<file path="config.mk">
export PLATFORM = sky130hd
export DESIGN_NAME = mem_arb_ctrl_flat
export DESIGN_NICKNAME = d
export VERILOG_FILES = /design/src/rtl/mem_arb_ctrl_if.sv /design/src/rtl/mem_arb_ctrl.sv /design/src/flat_wrapper.sv
export SDC_FILE = /design/constraint.sdc
export NUM_CORES = 1
export LEC_CHECK = 0
export BUFFER_PORTS_ARGS = -buffer_cell sky130_fd_sc_hd__buf_2
export CAP_MARGIN = 40
export CORE_UTILIZATION = 30
export CTS_BUF_LIST = sky130_fd_sc_hd__clkbuf_8 sky130_fd_sc_hd__clkbuf_16
export DETAILED_ROUTE_END_ITERATION = 8
export HOLD_SLACK_MARGIN = 0.05
export PLACE_DENSITY_LB_ADDON = 0.25
export SLEW_MARGIN = 20
export SYNTH_ARGS = -nofsm -noshare
export SYNTH_HDL_FRONTEND = slang
export SYNTH_SLANG_ARGS = --single-unit
</file>
<file path="constraint.sdc">
create_clock -name CLK -period 4.6 [get_ports CLK]
set_input_delay 0.46 -clock CLK [delete_from_list [all_inputs] [get_ports CLK]]
set_output_delay 0.46 -clock CLK [all_outputs]
set_load 0.01 [all_outputs]
</file>
<file path="src/rtl/mem_arb_ctrl_if.sv">
// Cache/RAM bus bundle for the shared-RAM arbiter.
// The slave view belongs to the arbiter. The master view belongs to the
// surrounding caches and the RAM model.
interface mem_arb_ctrl_if #(
  parameter int unsigned WORD_W = 32
);
  // icache side
  logic              iREN;
  logic [WORD_W-1:0] iaddr;
  logic              iwait;
  logic [WORD_W-1:0] iload;

  // dcache side
  logic              dREN;
  logic              dWEN;
  logic [WORD_W-1:0] daddr;
  logic [WORD_W-1:0] dstore;
  logic              dwait;
  logic [WORD_W-1:0] dload;

  // RAM side
  logic              ramREN;
  logic              ramWEN;
  logic [WORD_W-1:0] ramaddr;
  logic [WORD_W-1:0] ramstore;
  logic [WORD_W-1:0] ramload;
  logic [1:0]        ramstate;

  // Sticky error flag
  logic              err;

  modport slave (
    input  iREN, iaddr, dREN, dWEN, daddr, dstore, ramload, ramstate,
    output iwait, iload, dwait, dload, ramREN, ramWEN, ramaddr, ramstore, err
  );

  modport master (
    output iREN, iaddr, dREN, dWEN, daddr, dstore, ramload, ramstate,
    input  iwait, iload, dwait, dload, ramREN, ramWEN, ramaddr, ramstore, err
  );
endinterface

</file>
<file path="src/rtl/mem_arb_ctrl.sv">
// Responder for icache/dcache requests against one shared RAM port.
// The dcache has priority. After STARVE_MAX consecutive dcache grants made
// while iREN is pending, the icache is granted next. Each bus access either
// completes, times out, or is aborted by its requester. Every output is
// registered.
module mem_arb_ctrl #(
  parameter int unsigned WORD_W     = 32,
  parameter int unsigned STARVE_MAX = 4,
  parameter int unsigned TIMEOUT    = 64
) (
  input  logic          CLK,
  input  logic          RST,
  mem_arb_ctrl_if.slave bus
);

  localparam int unsigned StarveW = (STARVE_MAX < 1) ? 1 : $clog2(STARVE_MAX + 1);
  localparam int unsigned TmoW    = (TIMEOUT < 2) ? 1 : $clog2(TIMEOUT);

  localparam logic [StarveW-1:0] StarveLimit = StarveW'(STARVE_MAX);
  localparam logic [TmoW-1:0]    TmoLast     = TmoW'(TIMEOUT - 1);

  localparam logic [1:0] RamAccess = 2'd2;
  localparam logic [1:0] RamError  = 2'd3;

  // Marker words returned in place of real data
  localparam logic [WORD_W-1:0] LoadRamErr = WORD_W'(32'hBAD0_BAD0);
  localparam logic [WORD_W-1:0] LoadTmo    = WORD_W'(32'hBAD1_BAD1);

  localparam logic [2:0] StIdle  = 3'd0;
  localparam logic [2:0] StIbus  = 3'd1;
  localparam logic [2:0] StDbus  = 3'd2;
  localparam logic [2:0] StIdone = 3'd3;
  localparam logic [2:0] StDdone = 3'd4;

  logic [2:0]         state_q, state_d;
  logic [StarveW-1:0] starve_cnt_q, starve_cnt_d;
  logic [TmoW-1:0]    tmo_cnt_q, tmo_cnt_d;
  logic               iwait_q, iwait_d;
  logic               dwait_q, dwait_d;
  logic [WORD_W-1:0]  iload_q, iload_d;
  logic [WORD_W-1:0]  dload_q, dload_d;
  logic               ram_ren_q, ram_ren_d;
  logic               ram_wen_q, ram_wen_d;
  logic [WORD_W-1:0]  ram_addr_q, ram_addr_d;
  logic [WORD_W-1:0]  ram_store_q, ram_store_d;
  logic               err_q, err_d;

  logic d_pend;
  logic i_forced;
  logic ram_done;
  logic ram_fail;
  logic tmo_hit;

  assign d_pend   = bus.dREN | bus.dWEN;
  assign i_forced = bus.iREN && (starve_cnt_q == StarveLimit);
  assign ram_done = (bus.ramstate == RamAccess);
  assign ram_fail = (bus.ramstate == RamError);
  assign tmo_hit  = (tmo_cnt_q == TmoLast);

  // Next-state and registered-output computation for the arbiter FSM
  always_comb begin
    state_d      = state_q;
    starve_cnt_d = starve_cnt_q;
    tmo_cnt_d    = tmo_cnt_q;
    iwait_d      = 1'b1;
    dwait_d      = 1'b1;
    iload_d      = iload_q;
    dload_d      = dload_q;
    ram_ren_d    = ram_ren_q;
    ram_wen_d    = ram_wen_q;
    ram_addr_d   = ram_addr_q;
    ram_store_d  = ram_store_q;
    err_d        = err_q;

    case (state_q)
      StIdle: begin
        ram_ren_d = 1'b0;
        ram_wen_d = 1'b0;
        tmo_cnt_d = '0;
        if (d_pend && !i_forced) begin
          state_d     = StDbus;
          ram_addr_d  = bus.daddr;
          ram_store_d = bus.dstore;
          // A write wins when both dREN and dWEN are set
          ram_wen_d   = bus.dWEN;
          ram_ren_d   = bus.dREN & ~bus.dWEN;
          if (bus.iREN) begin
            if (starve_cnt_q != StarveLimit) begin
              starve_cnt_d = starve_cnt_q + StarveW'(1);
            end
          end else begin
            starve_cnt_d = '0;
          end
        end else if (bus.iREN) begin
          state_d      = StIbus;
          ram_addr_d   = bus.iaddr;
          ram_ren_d    = 1'b1;
          starve_cnt_d = '0;
        end
      end

      StIbus: begin
        if (!bus.iREN) begin
          // Abort beats a same-cycle ACCESS; no wait pulse
          state_d   = StIdle;
          ram_ren_d = 1'b0;
          ram_wen_d = 1'b0;
          tmo_cnt_d = '0;
        end else if (ram_done || ram_fail || tmo_hit) begin
          if (ram_done) begin
            iload_d = bus.ramload;
          end else if (ram_fail) begin
            iload_d = LoadRamErr;
            err_d   = 1'b1;
          end else begin
            iload_d = LoadTmo;
            err_d   = 1'b1;
          end
          state_d   = StIdone;
          iwait_d   = 1'b0;
          ram_ren_d = 1'b0;
          ram_wen_d = 1'b0;
          tmo_cnt_d = '0;
        end else begin
          tmo_cnt_d = tmo_cnt_q + TmoW'(1);
        end
      end

      StDbus: begin
        if (!d_pend) begin
          state_d   = StIdle;
          ram_ren_d = 1'b0;
          ram_wen_d = 1'b0;
          tmo_cnt_d = '0;
        end else if (ram_done || ram_fail || tmo_hit) begin
          // Writes never disturb dload, even when they fail
          if (!ram_wen_q) begin
            if (ram_done) begin
              dload_d = bus.ramload;
            end else if (ram_fail) begin
              dload_d = LoadRamErr;
            end else begin
              dload_d = LoadTmo;
            end
          end
          if (!ram_done) begin
            err_d = 1'b1;
          end
          state_d   = StDdone;
          dwait_d   = 1'b0;
          ram_ren_d = 1'b0;
          ram_wen_d = 1'b0;
          tmo_cnt_d = '0;
        end else begin
          tmo_cnt_d = tmo_cnt_q + TmoW'(1);
        end
      end

      StIdone, StDdone: begin
        state_d = StIdle;
      end

      default: begin
        state_d   = StIdle;
        ram_ren_d = 1'b0;
        ram_wen_d = 1'b0;
        tmo_cnt_d = '0;
      end
    endcase
  end

  // State and output registers with synchronous reset
  always_ff @(posedge CLK) begin
    if (RST) begin
      state_q      <= StIdle;
      starve_cnt_q <= '0;
      tmo_cnt_q    <= '0;
      iwait_q      <= 1'b1;
      dwait_q      <= 1'b1;
      iload_q      <= '0;
      dload_q      <= '0;
      ram_ren_q    <= 1'b0;
      ram_wen_q    <= 1'b0;
      ram_addr_q   <= '0;
      ram_store_q  <= '0;
      err_q        <= 1'b0;
    end else begin
      state_q      <= state_d;
      starve_cnt_q <= starve_cnt_d;
      tmo_cnt_q    <= tmo_cnt_d;
      iwait_q      <= iwait_d;
      dwait_q      <= dwait_d;
      iload_q      <= iload_d;
      dload_q      <= dload_d;
      ram_ren_q    <= ram_ren_d;
      ram_wen_q    <= ram_wen_d;
      ram_addr_q   <= ram_addr_d;
      ram_store_q  <= ram_store_d;
      err_q        <= err_d;
    end
  end

  assign bus.iwait    = iwait_q;
  assign bus.dwait    = dwait_q;
  assign bus.iload    = iload_q;
  assign bus.dload    = dload_q;
  assign bus.ramREN   = ram_ren_q;
  assign bus.ramWEN   = ram_wen_q;
  assign bus.ramaddr  = ram_addr_q;
  assign bus.ramstore = ram_store_q;
  assign bus.err      = err_q;

endmodule

</file>
<file path="src/flat_wrapper.sv">
// flat-port wrapper written by rule: the top's interface ports become plain ports
module mem_arb_ctrl_flat 
#(
  parameter int unsigned WORD_W     = 32,
  parameter int unsigned STARVE_MAX = 4,
  parameter int unsigned TIMEOUT    = 64
)
  (CLK, RST, bus_iREN, bus_iaddr, bus_dREN, bus_dWEN, bus_daddr, bus_dstore, bus_ramload, bus_ramstate, bus_iwait, bus_iload, bus_dwait, bus_dload, bus_ramREN, bus_ramWEN, bus_ramaddr, bus_ramstore, bus_err);
  mem_arb_ctrl_if #(.WORD_W(WORD_W)) bus_i ();
  input  logic CLK;
  input  logic RST;
  input wire logic [$bits(bus_i.iREN)-1:0] bus_iREN;
  input wire logic [$bits(bus_i.iaddr)-1:0] bus_iaddr;
  input wire logic [$bits(bus_i.dREN)-1:0] bus_dREN;
  input wire logic [$bits(bus_i.dWEN)-1:0] bus_dWEN;
  input wire logic [$bits(bus_i.daddr)-1:0] bus_daddr;
  input wire logic [$bits(bus_i.dstore)-1:0] bus_dstore;
  input wire logic [$bits(bus_i.ramload)-1:0] bus_ramload;
  input wire logic [$bits(bus_i.ramstate)-1:0] bus_ramstate;
  output wire logic [$bits(bus_i.iwait)-1:0] bus_iwait;
  output wire logic [$bits(bus_i.iload)-1:0] bus_iload;
  output wire logic [$bits(bus_i.dwait)-1:0] bus_dwait;
  output wire logic [$bits(bus_i.dload)-1:0] bus_dload;
  output wire logic [$bits(bus_i.ramREN)-1:0] bus_ramREN;
  output wire logic [$bits(bus_i.ramWEN)-1:0] bus_ramWEN;
  output wire logic [$bits(bus_i.ramaddr)-1:0] bus_ramaddr;
  output wire logic [$bits(bus_i.ramstore)-1:0] bus_ramstore;
  output wire logic [$bits(bus_i.err)-1:0] bus_err;
  assign bus_i.iREN = bus_iREN;
  assign bus_i.iaddr = bus_iaddr;
  assign bus_i.dREN = bus_dREN;
  assign bus_i.dWEN = bus_dWEN;
  assign bus_i.daddr = bus_daddr;
  assign bus_i.dstore = bus_dstore;
  assign bus_i.ramload = bus_ramload;
  assign bus_i.ramstate = bus_ramstate;
  assign bus_iwait = bus_i.iwait;
  assign bus_iload = bus_i.iload;
  assign bus_dwait = bus_i.dwait;
  assign bus_dload = bus_i.dload;
  assign bus_ramREN = bus_i.ramREN;
  assign bus_ramWEN = bus_i.ramWEN;
  assign bus_ramaddr = bus_i.ramaddr;
  assign bus_ramstore = bus_i.ramstore;
  assign bus_err = bus_i.err;
  mem_arb_ctrl #(.WORD_W(WORD_W), .STARVE_MAX(STARVE_MAX), .TIMEOUT(TIMEOUT)) u_core (.CLK(CLK), .RST(RST), .bus(bus_i));
endmodule
</file>
Word level (Yosys, flattened, before mapping) --
Cells that the tools add are included.
Word-level totals: flip-flop bits (word level) 145, output and inout bits 133, input bits 135
Operators by class: equality and inequality tests 15, muxes and demuxes 36, reductions and logical operators 18, $add $sub $neg 2, bitwise operators 8
Operators by type and width (count):
- 32-bit two-way mux | 3
- 3-bit two-way mux | 10
- 6-bit two-way mux | 3
- 6-bit case mux with 3 select lines | 1
- 17-bit two-way mux | 1
- 1-bit two-way mux | 14
- 3-bit AND reduction | 4
- 3-bit != test, second input constant | 3
- 3-bit case mux with 3 select lines | 1
- 1-bit case mux with 4 select lines | 2
- 6-bit by 1-bit adder with 6-bit output, second input constant | 1
- 3-bit by 2-bit == test with 1-bit output, second input constant | 2
- 3-bit == test, second input constant | 2
- 6-bit == test, second input constant | 1
- 3-bit by 2-bit != test with 1-bit output, second input constant | 2
- 1-bit NOT | 6
- 3-bit OR reduction | 2
- 2-bit == test, second input constant | 2
- 2-bit AND reduction | 2
- 4-bit AND reduction | 1
- 2-bit nonzero test | 2
- 3-bit by 1-bit adder with 3-bit output, second input constant | 1
- 3-bit by 1-bit == test with 1-bit output, second input constant | 1
- 3-bit logical NOT | 1
- 9 further kinds | 11

Longest topological paths before layout --
word-level depth 6, mapped depth 8

Worst setup path after synthesis --
OpenSTA, ideal clock, no wires.
kind input -> register, from input bus_iREN, to register u_core.ram_store_q[0], in the netlist u_core.bus.ramstore[0], required time 4.468 ns, arrival time 1.556 ns, stages 7, setup time 0.132 ns, path buffers 3, slack 2.911 ns, path through buf_4 and3_1 or3_1 buf_2 buf_6 nand2_1 a21oi_1
Between the ends: word-level cells in the longest chain between the ends 4
RTL lines:
- start: declaration | line flat_wrapper.sv:12 | input wire logic [$bits(bus_i.iREN)-1:0] bus_iREN;
- 1-bit logical AND | line mem_arb_ctrl.sv:55 | assign i_forced = bus.iREN && (starve_cnt_q == StarveLimit);
- 1-bit logical NOT | line mem_arb_ctrl.sv:80 | if (d_pend && !i_forced) begin
- 1-bit logical AND | line mem_arb_ctrl.sv:80
- 2-bit AND reduction (no line)
- end signal: assignment | line mem_arb_ctrl.sv:198 | ram_store_q <= ram_store_d;
- end: declaration | line mem_arb_ctrl.sv:45 | logic [WORD_W-1:0] ram_store_q, ram_store_d;
No other way between the ends. A chain may end at the register's enable or synchronous reset.

Worst setup path in the final report --
from register u_core.state_q[2], to register u_core.ram_addr_q[18], in the netlist u_core.bus.ramaddr[18]
Between the ends: word-level cells in the longest chain between the ends 2
RTL lines:
- start: declaration | line mem_arb_ctrl.sv:35 | logic [2:0] state_q, state_d;
- start signal: assignment | line mem_arb_ctrl.sv:175 | state_q <= StIdle;
- start signal: assignment | line mem_arb_ctrl.sv:188 | state_q <= state_d;
- 3-bit logical NOT | line mem_arb_ctrl.sv:75 | case (state_q)
- 2-bit AND reduction (no line)
- end signal: assignment | line mem_arb_ctrl.sv:197 | ram_addr_q <= ram_addr_d;
- end: declaration | line mem_arb_ctrl.sv:44 | logic [WORD_W-1:0] ram_addr_q, ram_addr_d;
No other way between the ends.

==> results.txt <==
----------------------------------------------------
[Finish]
  Ratio of cells with drive above 1 in the final layout ... just over 40%
  Non-filler cells, final ... 1164
  Final layout net count ... between 1000 and 1500
  Post-synthesis to final-layout area growth ... 36.58%

[Power]
  Pwr per Cell Area ... around 400 mW/mm^2
  Worst-case vdd ir drop ... around 0.26 mV
  Static Leakage ... 0.003881 uW
  Pwr Total ... between 3000 and 4000 uW

[Logic synthesis]
  Avg Synthesized Cell Area ... roughly 9.4 sq um
  Synth Instances ... between 600 and 700
  Post-synthesis async set-or-reset flop share ... 0%
  Most used flip-flop cell after synthesis ... sky130_fd_sc_hd__dfxtp_1
  Flops & latches, synth ... approximately 150
  Number of distinct library cells after synthesis ... 44
  Sequential fraction of the synthesis area ... between 40% and 50%
  Combined area of all synthesized cells ... 0.006010 sq mm
  EDFF count, synth ... 0
  Mapped Nets ... 779
  Yosys warns ... 0

[Drt]
  Count of nets left with antenna violations after detail routing ... 0
  Total Routed Length ... approximately 17000 um
  Remaining design rule violation count ... 0
  DR WL/cell ... 14.66 um
  Routed via count divided by cell count ... approximately 4.6
  First drt pass iteration count ... 7
  Violation count after the first detailed-routing iteration ... approximately 210
  Via count of the routed design ... around 5400

[CTS]
  Maximum buffer depth of the clock tree ... 2
  TritonCTS clock tree ... done
  Clock buffers created by TritonCTS ... 17
  CTS H-Tree Depth ... 4
  TritonCTS Sinks ... around 150
  Buffer count from post-CTS setup fixing ... 0
  Clock latency of the later-clocked register in the worst-skew pair ... roughly 420 ps
  Clock slew at the register clock pins of the worst setup and hold paths ... about 60 ps
  Root buffer cell ... sky130_fd_sc_hd__clkbuf_16
  Number of cells upsized or downsized after cts ... 0
  Hold bufs inserted after CTS ... 0

[Critical path]
  Data arrival time of the critical path ... ~2500 ps
  Biggest fanout along the worst timing path ... 58
  Endpoint of the most critical register-to-register path ... u_core.bus.ramaddr[18]$_SDFFE_PP0P_
  Critical Path Start Type ... flop
  Reg2Reg Depth ... 5
  Internal reg-to-reg setup slack ... between 2000 and 2500 ps
  Type of the worst setup path ... flop to flop
  Critical Path Sink Type ... flop
  Worst EP required ... ~4900 ps
  Reg-to-reg critical path startpoint ... u_core.state_q[2]$_SDFFE_PP0P_

[Global route]
  Initial antenna violation count ... 4
  Maximum number of pins on one net before global-route repair ... 64
  Global-route wire length before repair ... approximately 26000 um
  Overall routing resource usage ... ~16%
  Vias in the first global route ... roughly 5000
  Remaining global-route overflow ... 0

[Timing]
  Setup repair after global routing missed its margin ... false
  Max Clk Rate ... 473.0 MHz
  Fin crit share ... 45.96%
  Summed negative setup slack over all endpoints ... 0 ps
  Final Hold Fails ... 0
  Final min period ... between 2000 and 2500 ps
  Pins Over Slew Limit ... 0
  Fin Clk Skew ... 10.14 ps
  Max-slew headroom ... a little over half
  Slack of the critical path ... roughly 2500 ps
  Number of setup violations in the final report ... 0
  Tightest Pin Transition ... roughly 700 ps

[Worst hold path]
  Classification of the worst-slack hold path ... input port to flop
  Launch instance of the worst min-delay path ... bus_dstore[22]
  End of the worst hold path ... u_core.bus.ramstore[22]$_SDFFE_PP0P_
  Worst hold path depth ... 3

[Status]
  Status ... finished, final reports clean

[Floorplanning]
  Starting density of the core ... 30.78%
  Site Rows ... 51
  Total I/O pin count ... ~270
  Die height ... between 100 and 150 um
  Overall die width ... between 100 and 150 um
  Full die area ... between 0.02 and 0.025 sq mm
  Total core area ... between 0.015 and 0.02 sq mm

[Placed design]
  Minimum setup slack after placement ... between 2000 and 2500 ps
  PortBufs ... 267
  Total instance count after detailed placement ... between 1000 and 1500
  Placer congestion estimate ... between 0.7 and 0.8
  Detailed placement HPWL ... 12260 um

[Run]
  Max-cap check violation count ... 0

----------------------------------------------------
==> Yosys cell counts, types with 7 or more instances <==
cell type                  count  area share (%)
sky130_fd_sc_hd__mux2i_1      63              10
sky130_fd_sc_hd__nand2_1     100             6.2
sky130_fd_sc_hd__a21oi_1      38             3.2
sky130_fd_sc_hd__a31o_2       31             4.5
sky130_fd_sc_hd__clkbuf_1     21             1.3
sky130_fd_sc_hd__nor2_1       47             2.9
sky130_fd_sc_hd__o21ai_0      19             1.6
sky130_fd_sc_hd__dfxtp_1     145              48
sky130_fd_sc_hd__a211oi_2     20             4.2
sky130_fd_sc_hd__buf_4         7            0.87
sky130_fd_sc_hd__nor3_1       36             3.0
sky130_fd_sc_hd__a211oi_1     15             1.9
sky130_fd_sc_hd__nand3_1      19             1.6
sky130_fd_sc_hd__buf_2        22             1.8
==> critical path: stages (launching register included) <==
cell	delay, ps
sky130_fd_sc_hd__dfxtp_1	410
sky130_fd_sc_hd__or3_4	470
sky130_fd_sc_hd__nor2_4	250
sky130_fd_sc_hd__buf_4	570
sky130_fd_sc_hd__nor2_1	120
sky130_fd_sc_hd__a211oi_2	200
==> logic make-up after synthesis <==
kind of cell / count (synthesis) / synth area share (%)
flip-flops: 145 / 48.30
XOR/XNOR: 5 / 0.7287
buffers and inverters: 63 / 5.580
multiplexers: 63 / 10.49
AND/OR/NAND/NOR: 224 / 16.66
adder cells (fa/ha/maj): 3 / 0.6247
AO/OA/AOI/OAI: 138 / 17.61
==> power by group <==
part | total (uW) | internal, uW | switching [uW]
combinational | 567 | 237 | 331
clock | 1390 | 849 | 544
sequential | 1400 | 1350 | 51.4
total | 3360 | 2440 | 926
==> final cells by class <==
type | instances | area, sq um
diodes | 2 | 5.005
clock buffers | 17 | 425.4
clock inverters | 15 | 170.2
fillers | 1997 | 11320
inverters | 6 | 22.52
multi-input cells | 433 | 2801
flip-flops and latches | 145 | 2903
well taps | 265 | 331.6
repair buffers | 281 | 1549
==> metal layers <==
layer  part of all wire (%)  track usage, %  wire length, um  up-vias
met5                  0.076               0               13        -
met1                     42           18.55             7253     2422
li1                       -               -                -     2761
met2                     46           26.60             7839      193
met4                    1.1           5.599              190        2
met3                     10           7.364             1773       15
==> sequential cells by signal, indices dropped and copies added (netlist names) <==
signal               flops
u_core.bus.dwait         1
u_core.tmo_cnt_q         6
u_core.bus.ramstore     32
u_core.bus.ramREN        1
u_core.starve_cnt_q      3
u_core.bus.ramaddr      32
u_core.bus.ramWEN        1
u_core.bus.iwait         1
u_core.state_q           3
u_core.bus.iload        32
u_core.bus.dload        32
u_core.bus.err           1
==> cells in the final DEF (no fill, tap or decap), types with 2 or more instances in the layout <==
master / instances
sky130_fd_sc_hd__mux2i_1: 63
sky130_fd_sc_hd__xnor2_1: 4
sky130_fd_sc_hd__nand2_1: 99
sky130_fd_sc_hd__inv_1: 8
sky130_fd_sc_hd__buf_12: 2
sky130_fd_sc_hd__nor2_1: 46
sky130_fd_sc_hd__a21oi_1: 38
sky130_fd_sc_hd__a211oi_2: 20
sky130_fd_sc_hd__dfxtp_1: 145
sky130_fd_sc_hd__nor4b_1: 3
sky130_fd_sc_hd__buf_8: 3
sky130_fd_sc_hd__clkinv_4: 4
sky130_fd_sc_hd__a311oi_1: 4
sky130_fd_sc_hd__buf_4: 6
sky130_fd_sc_hd__a31o_2: 31
sky130_fd_sc_hd__clkinvlp_4: 2
sky130_fd_sc_hd__diode_2: 2
sky130_fd_sc_hd__a211oi_1: 15
sky130_fd_sc_hd__buf_2: 267
sky130_fd_sc_hd__o21ai_0: 18
sky130_fd_sc_hd__nor3_1: 36
sky130_fd_sc_hd__clkinv_2: 2
sky130_fd_sc_hd__and3_1: 4
sky130_fd_sc_hd__nor2b_1: 2
sky130_fd_sc_hd__bufinv_16: 3
sky130_fd_sc_hd__ha_1: 3
sky130_fd_sc_hd__a21boi_0: 2
sky130_fd_sc_hd__clkbuf_16: 17
sky130_fd_sc_hd__nand2b_1: 3
sky130_fd_sc_hd__o22ai_1: 2
sky130_fd_sc_hd__buf_16: 3
sky130_fd_sc_hd__nand3_1: 19
==> how the worst max path moves through the flow <==
stage / slack [ps] / cells after the start / startpoint / to
after floorplan: 2910 / 7 / bus_iREN / u_core.bus.ramstore[0]$_SDFFE_PP0P_
after global placement: 2180 / 5 / bus_dWEN / u_core.bus.dload[24]$_SDFFE_PP0P_
after detailed placement: 2410 / 6 / bus_dWEN / u_core.bus.ramstore[18]$_SDFFE_PP0P_
after CTS: 2450 / 5 / u_core.state_q[2]$_SDFFE_PP0P_ / u_core.bus.ramaddr[24]$_SDFFE_PP0P_
after global routing: 2290 / 5 / u_core.state_q[2]$_SDFFE_PP0P_ / u_core.bus.ramaddr[29]$_SDFFE_PP0P_
final: 2490 / 5 / u_core.state_q[2]$_SDFFE_PP0P_ / u_core.bus.ramaddr[18]$_SDFFE_PP0P_
==> through the flow <==
step	utilization, %	instance area (sq um)	hold slack, ps
global placement	38.16	7452	439.1
global route	42.02	8205	260.9
detailed placement	38.86	7587	443.4
floorplan	-	6010	449.2
CTS	41.91	8183	254.4
finish	42.04	8208	271.3
(Power assumes the default switching activity.)
